File: config.mk
export PLATFORM = sky130hd
export DESIGN_NAME = axis_downsizer
export DESIGN_NICKNAME = d
export VERILOG_FILES = /design/src/rtl/axis_downsizer.sv
export SDC_FILE = /design/constraint.sdc
export NUM_CORES = 1
export LEC_CHECK = 0
export CORE_MARGIN = 1.5
export CORE_UTILIZATION = 49
export CTS_CLUSTER_SIZE = 30
export DETAILED_ROUTE_END_ITERATION = 6
export GPL_TIMING_DRIVEN = 0
export PLACE_DENSITY = 0.81
export RECOVER_POWER = 50
export SYNTH_ARGS = -nofsm -noshare
export SYNTH_HDL_FRONTEND = slang
export SYNTH_SLANG_ARGS = --single-unit
File: constraint.sdc
create_clock -name clk -period 2.6 [get_ports clk]
set_input_delay 0.52 -clock clk [delete_from_list [all_inputs] [get_ports clk]]
set_output_delay 0.52 -clock clk [all_outputs]
set_load 0.02 [all_outputs]
File: src/rtl/axis_downsizer.sv
// rtl/axis_downsizer.sv - AXI4-Stream width down-converter, LSB lane first, trims empty tail lanes on tlast
// Optional statistics counters: define AXIS_DOWNSIZER_STATS_EN.
module axis_downsizer #(
    parameter int S_WIDTH = 64,
    parameter int M_WIDTH = 16
) (
    input  logic                 clk,
    input  logic                 sys_arstn,
    input  logic [S_WIDTH-1:0]   s_tdata,
    input  logic [S_WIDTH/8-1:0] s_tkeep,
    input  logic                 s_tvalid,
    input  logic                 s_tlast,
    output logic                 s_tready,
    output logic [M_WIDTH-1:0]   m_tdata,
    output logic [M_WIDTH/8-1:0] m_tkeep,
    output logic                 m_tvalid,
    output logic                 m_tlast,
    input  logic                 m_tready
`ifdef AXIS_DOWNSIZER_STATS_EN
    ,
    output logic [31:0]          o_pkt_cnt,
    output logic [31:0]          o_beat_cnt,
    output logic [15:0]          o_trim_cnt
`endif
);

    localparam int R      = S_WIDTH / M_WIDTH;
    localparam int LANE_W = $clog2(R);
    localparam int SK     = S_WIDTH / 8;
    localparam int MK     = M_WIDTH / 8;

    localparam logic [0:0] ST_EMPTY = 1'b0;
    localparam logic [0:0] ST_HOLD  = 1'b1;

    logic [0:0]         state;
    logic [S_WIDTH-1:0] held_data;
    logic [SK-1:0]      held_keep;
    logic               held_last;
    logic [LANE_W-1:0]  lane;
    logic [LANE_W-1:0]  last_lane;
    logic [LANE_W-1:0]  in_last_lane;
    logic               at_last;
    logic               in_hs;
    logic               out_hs;

    // Only the final beat of a packet is trimmed; an all-zero keep still emits lane 0
    // so the packet boundary reaches the DMA.
    function automatic logic [LANE_W-1:0] calc_last_lane(input logic [SK-1:0] keep,
                                                         input logic last);
        logic [LANE_W-1:0] hi;
        hi = '0;
        if (!last) begin
            hi = LANE_W'(R - 1);
        end else begin
            for (int k = 0; k < R; k++) begin
                if (|keep[k*MK +: MK]) begin
                    hi = LANE_W'(k);
                end
            end
        end
        return hi;
    endfunction

    assign in_last_lane = calc_last_lane(s_tkeep, s_tlast);
    assign at_last      = (lane == last_lane);
    assign m_tvalid     = (state == ST_HOLD);
    assign m_tlast      = m_tvalid & held_last & at_last;
    // Reload in the same cycle the final lane leaves, so a stream runs without bubbles.
    assign s_tready     = (state == ST_EMPTY) | ((state == ST_HOLD) & m_tready & at_last);
    assign in_hs        = s_tvalid & s_tready;
    assign out_hs       = m_tvalid & m_tready;

    always_comb begin
        m_tdata = '0;
        m_tkeep = '0;
        for (int k = 0; k < R; k++) begin
            if (lane == LANE_W'(k)) begin
                m_tdata = held_data[k*M_WIDTH +: M_WIDTH];
                m_tkeep = held_keep[k*MK +: MK];
            end
        end
    end

    always_ff @(posedge clk or negedge sys_arstn) begin
        if (!sys_arstn) begin
            state     <= ST_EMPTY;
            held_data <= '0;
            held_keep <= '0;
            held_last <= 1'b0;
            lane      <= '0;
            last_lane <= '0;
        end else begin
            if (in_hs) begin
                state     <= ST_HOLD;
                held_data <= s_tdata;
                held_keep <= s_tkeep;
                held_last <= s_tlast;
                lane      <= '0;
                last_lane <= in_last_lane;
            end else if (out_hs) begin
                if (at_last) begin
                    state <= ST_EMPTY;
                end else begin
                    lane <= lane + LANE_W'(1);
                end
            end
        end
    end

`ifdef AXIS_DOWNSIZER_STATS_EN
    always_ff @(posedge clk or negedge sys_arstn) begin
        if (!sys_arstn) begin
            o_pkt_cnt  <= '0;
            o_beat_cnt <= '0;
            o_trim_cnt <= '0;
        end else begin
            if (out_hs && m_tlast) begin
                o_pkt_cnt <= o_pkt_cnt + 32'd1;
            end
            if (out_hs) begin
                o_beat_cnt <= o_beat_cnt + 32'd1;
            end
            if (in_hs && s_tlast && (in_last_lane != LANE_W'(R - 1))) begin
                o_trim_cnt <= o_trim_cnt + 16'd1;
            end
        end
    end
`endif

endmodule

==> summary.txt, run 1 <==
Timing
  – Setup-failing EPs final: 0
  – Max Fclk: 390 MHz
  – Relative slew slack: 34.9%
  – Final Slew Violations: 0
  – Tcrit/Tclk final: 98.6%
  – Crit path time final: 2560 ps
  – Setup Skew: 9.84 ps
  – Final hold viol count: 0
  – Setup ws final: 37.5 ps
  – Worst Tran Pin Value: 977 ps

Min path
  – Worst Hold Class: in2async

Power
  – Logic pwr share: 52.9%
  – Switching Fraction: 39.6%
  – Static Leakage: 2.12 nW
  – Max VDD drop: 726 uV
  – Pwr dens: 1270 mW/mm^2
  – Flop pwr share: 34.7%
  – Clock power share: 12.4%
  – Internal: 3.86 mW
  – Switching power: 2.53 mW

Synthesis
  – Post-synth EDFFs: 0
  – Register area share after synthesis: 52.8%
  – Synthesized cell area: 0.00370 sq mm
  – Largest cells by area after synthesis: dfrtp_1, mux2_1, mux2_2, a21oi_1, nand2_1
  – YS warnings: 0
  – Area leader, netlist: dfrtp_1
  – Distinct cells, synth: 29
  – Syn_area_per_cell: 11.6 sq um
  – Asr flop ratio synth: 100%
  – Post-synthesis register bit count: 78
  – Most numerous cell in the Yosys netlist: dfrtp_1
  – Leading cell types by count after synthesis: dfrtp_1, mux2_1, nand2_1
  – Syn Nets: 400
  – Synth top area share: 52.8%
  – Mapped Cells: 319
  – Primary FF master, synth: dfrtp_1

Critical path
  – CP Capture Type: output port
  – Reg2Reg Depth: 6
  – Crit path top cell by count: buf_2
  – Crit path buf inv count: 2
  – CP startpoint: lane[0]$_DFFE_PN0P_
  – Worst setup endpoint: m_tdata[3]
  – FF-to-FF End: held_data[2]$_DFFE_PN0P_
  – Critical path class: reg2out
  – Slowest stage delay, CP: 480 ps
  – CP max-delay cell: dfrtp_2
  – CP cell instances: ha_4, buf_2, nand3b_1, a21oi_2, a21oi_1, o21ai_0, buf_2
  – Worst setup SP type: register
  – FF-to-FF Start: lane[0]$_DFFE_PN0P_
  – FF-to-FF setup slack: 620 ps
  – Required time worst endpoint: 2080 ps
  – Crit Path Max Fanout: 10
  – Instance count on the critical path: 7
  – CP delay by family, top: flip-flops
  – Data arrival, critical path: 2040 ps

Clock tree
  – Worst-Skew Late Latency: 340 ps
  – H-tree depth: 3
  – Clock sink count: 78
  – Max Root-Sink Buffers: 2
  – Cts hold-fix bufs: 0
  – Clock transition at the registers of the reported paths: 80 ps
  – TritonCTS Buffers: 9
  – CTS tree: done
  – Clk Tree Root Cell: clkbuf_8

Layout
  – Number of diodes: 0
  – Fill cells: 570
  – Synth-to-Final Area Change: 36.6%
  – Fraction of layout cells with a size suffix above 1: 23.6%
  – Final net count: 509
  – Final core occ: 69.3%

Placed design
  – I/O Buffers: 96
  – Post-Place Worst Slack: -653 ps
  – DP Wirelength: 6540 um
  – GP Congestion: 0.793

Global routing
  – First-pass GRT wire length: 14800 um
  – Antenna violations before repair: 0
  – Vias in the first global route: 2991
  – Grt total ovfl: 0
  – Gr usage total: 23.4%
  – Largest net degree at the start of global routing: 41

Detailed routing
  – DR WL/cell: 16.7 um
  – Initial DRC count: 108
  – Vias: 2808
  – Drt via density: 5.28
  – Final wirelength: 8870 um
  – 1st-pass router iterations: 4
  – Post-route ant nets: 0
  – DRC violations left: 0

Floorplanning
  – IO Pins: 98
  – Height of the die: 89.9 um
  – # rows: 31
  – Die ar.: 0.00808 sq mm
  – Initial Utilization: 50.7%
  – Core area: 0.00729 sq mm
  – Die width: 89.9 um

Flow run
  – MaxCap Viol Count: 0

Status
  – Outcome: complete, no violations
-- metrics by stage --
step | area, sq um | TNS (ps) | std cells | hold WS [ps] | power (mW)
floorplan | 3700 | 0 | 319 | 224 | 4.26
global placement | 4780 | -138890 | 514 | 474 | 5.39
detailed placement | 4800 | -10240 | 515 | 482 | 5.53
CTS | 5010 | 0 | 528 | 166 | 6.28
global route | 5050 | -29.5 | 532 | 400 | 6.86
finish | 5050 | 0 | 532 | 321 | 6.39
-- timing repair --
action                                 4_1_cts  5_1_grt
setup endpoints to repair                   20       20
endpoints found under the hold margin        0        0
gates resized for setup                    116       25
pin swaps                                    0        1
buffers inserted                             1        4
-- flip-flops by register name, summed over array words and instances, names as in the netlist --
| register | flops |
|---|---|
| lane | 2 |
| held_keep | 8 |
| last_lane | 2 |
| m_tvalid | 1 |
| held_last | 1 |
| held_data | 64 |
-- how the worst min path moves through the flow --
stage                              start                   endpoint  slack (ps)
4_1_cts                        sys_arstn       m_tvalid$_DFFE_PN0P_         170
5_1_grt                        sys_arstn  held_data[20]$_DFFE_PN0P_         400
3_5_place_dp   held_data[52]$_DFFE_PN0P_  held_data[52]$_DFFE_PN0P_         480
2_1_floorplan                  sys_arstn   held_data[0]$_DFFE_PN0P_         220
6_report                       sys_arstn       m_tvalid$_DFFE_PN0P_         320
3_3_place_gp    held_data[1]$_DFFE_PN0P_   held_data[1]$_DFFE_PN0P_         470
-- layout by cell type (no fill, tap or decap), drive strengths merged, types with 2 or more instances in the layout --
master and count:
mux2 73, nor2b 2, nand3b 18, dlymetal6s2s 2
clkbuf 20, o21ai 20, clkinvlp 3, o22ai 2
a22o 2, dfrtp 78, a21oi 39, xnor2 2
clkdlybuf4s50 75, clkinv 3, ha 4, buf 33
inv 2, nand2 43, nor2 2
-- area by class of cell --
type	count	area [sq um]	area share [%]
Multi-Input combinational cell	216	1710	33.9
Sequential cell	78	1950	38.7
Buffer	19	146	2.90
Tap cell	99	124	2.45
Clock buffer	10	138	2.72
Clock inverter	6	37.5	0.743
Timing Repair Buffer	102	931	18.4
Inverter	2	10.0	0.198
-- per-layer routing --
metal	share of wire [%]	track usage, %	up-vias	routed length [um]
met2	50	39.9	92	4440
li1	-	-	1338	-
met1	42	28.5	1366	3690
met5	0	0	-	0
met3	6.6	6.26	12	586
met4	1.7	8.47	0	150
-- power by group through the flow --
| stage | sequential (mW) | combinational (mW) | clock (mW) |
|---|---|---|---|
| 2_1_floorplan | 2.12 | 2.14 | 0 |
| 3_3_place_gp | 2.18 | 3.21 | 0 |
| 3_5_place_dp | 2.23 | 3.30 | 0 |
| 4_1_cts | 2.21 | 3.25 | 0.816 |
| 5_1_grt | 2.30 | 3.69 | 0.873 |
| 6_report | 2.22 | 3.38 | 0.796 |
-- cell families after synthesis --
family | synth area share, %
AOI/OAI and AO/OA | 9.91
xor gates and xnor gates | 0.677
adders and majority gates | 1.35
buffers and inverters | 3.72
DFF | 52.8
muxes | 22.2
and+or+nand+nor | 9.34
Power figures use the tool's default switching activity.
==> run 2: changes to the inputs <==
--- a/config.mk
+++ b/config.mk
@@ -9,6 +9,7 @@
 export CORE_UTILIZATION = 49
 export CTS_CLUSTER_SIZE = 30
 export DETAILED_ROUTE_END_ITERATION = 6
+export GPL_ROUTABILITY_DRIVEN = 0
 export GPL_TIMING_DRIVEN = 0
 export PLACE_DENSITY = 0.81
 export RECOVER_POWER = 50
==> results of run 2 <==
Final layout, timing and power as in run 1 (identical DEF).
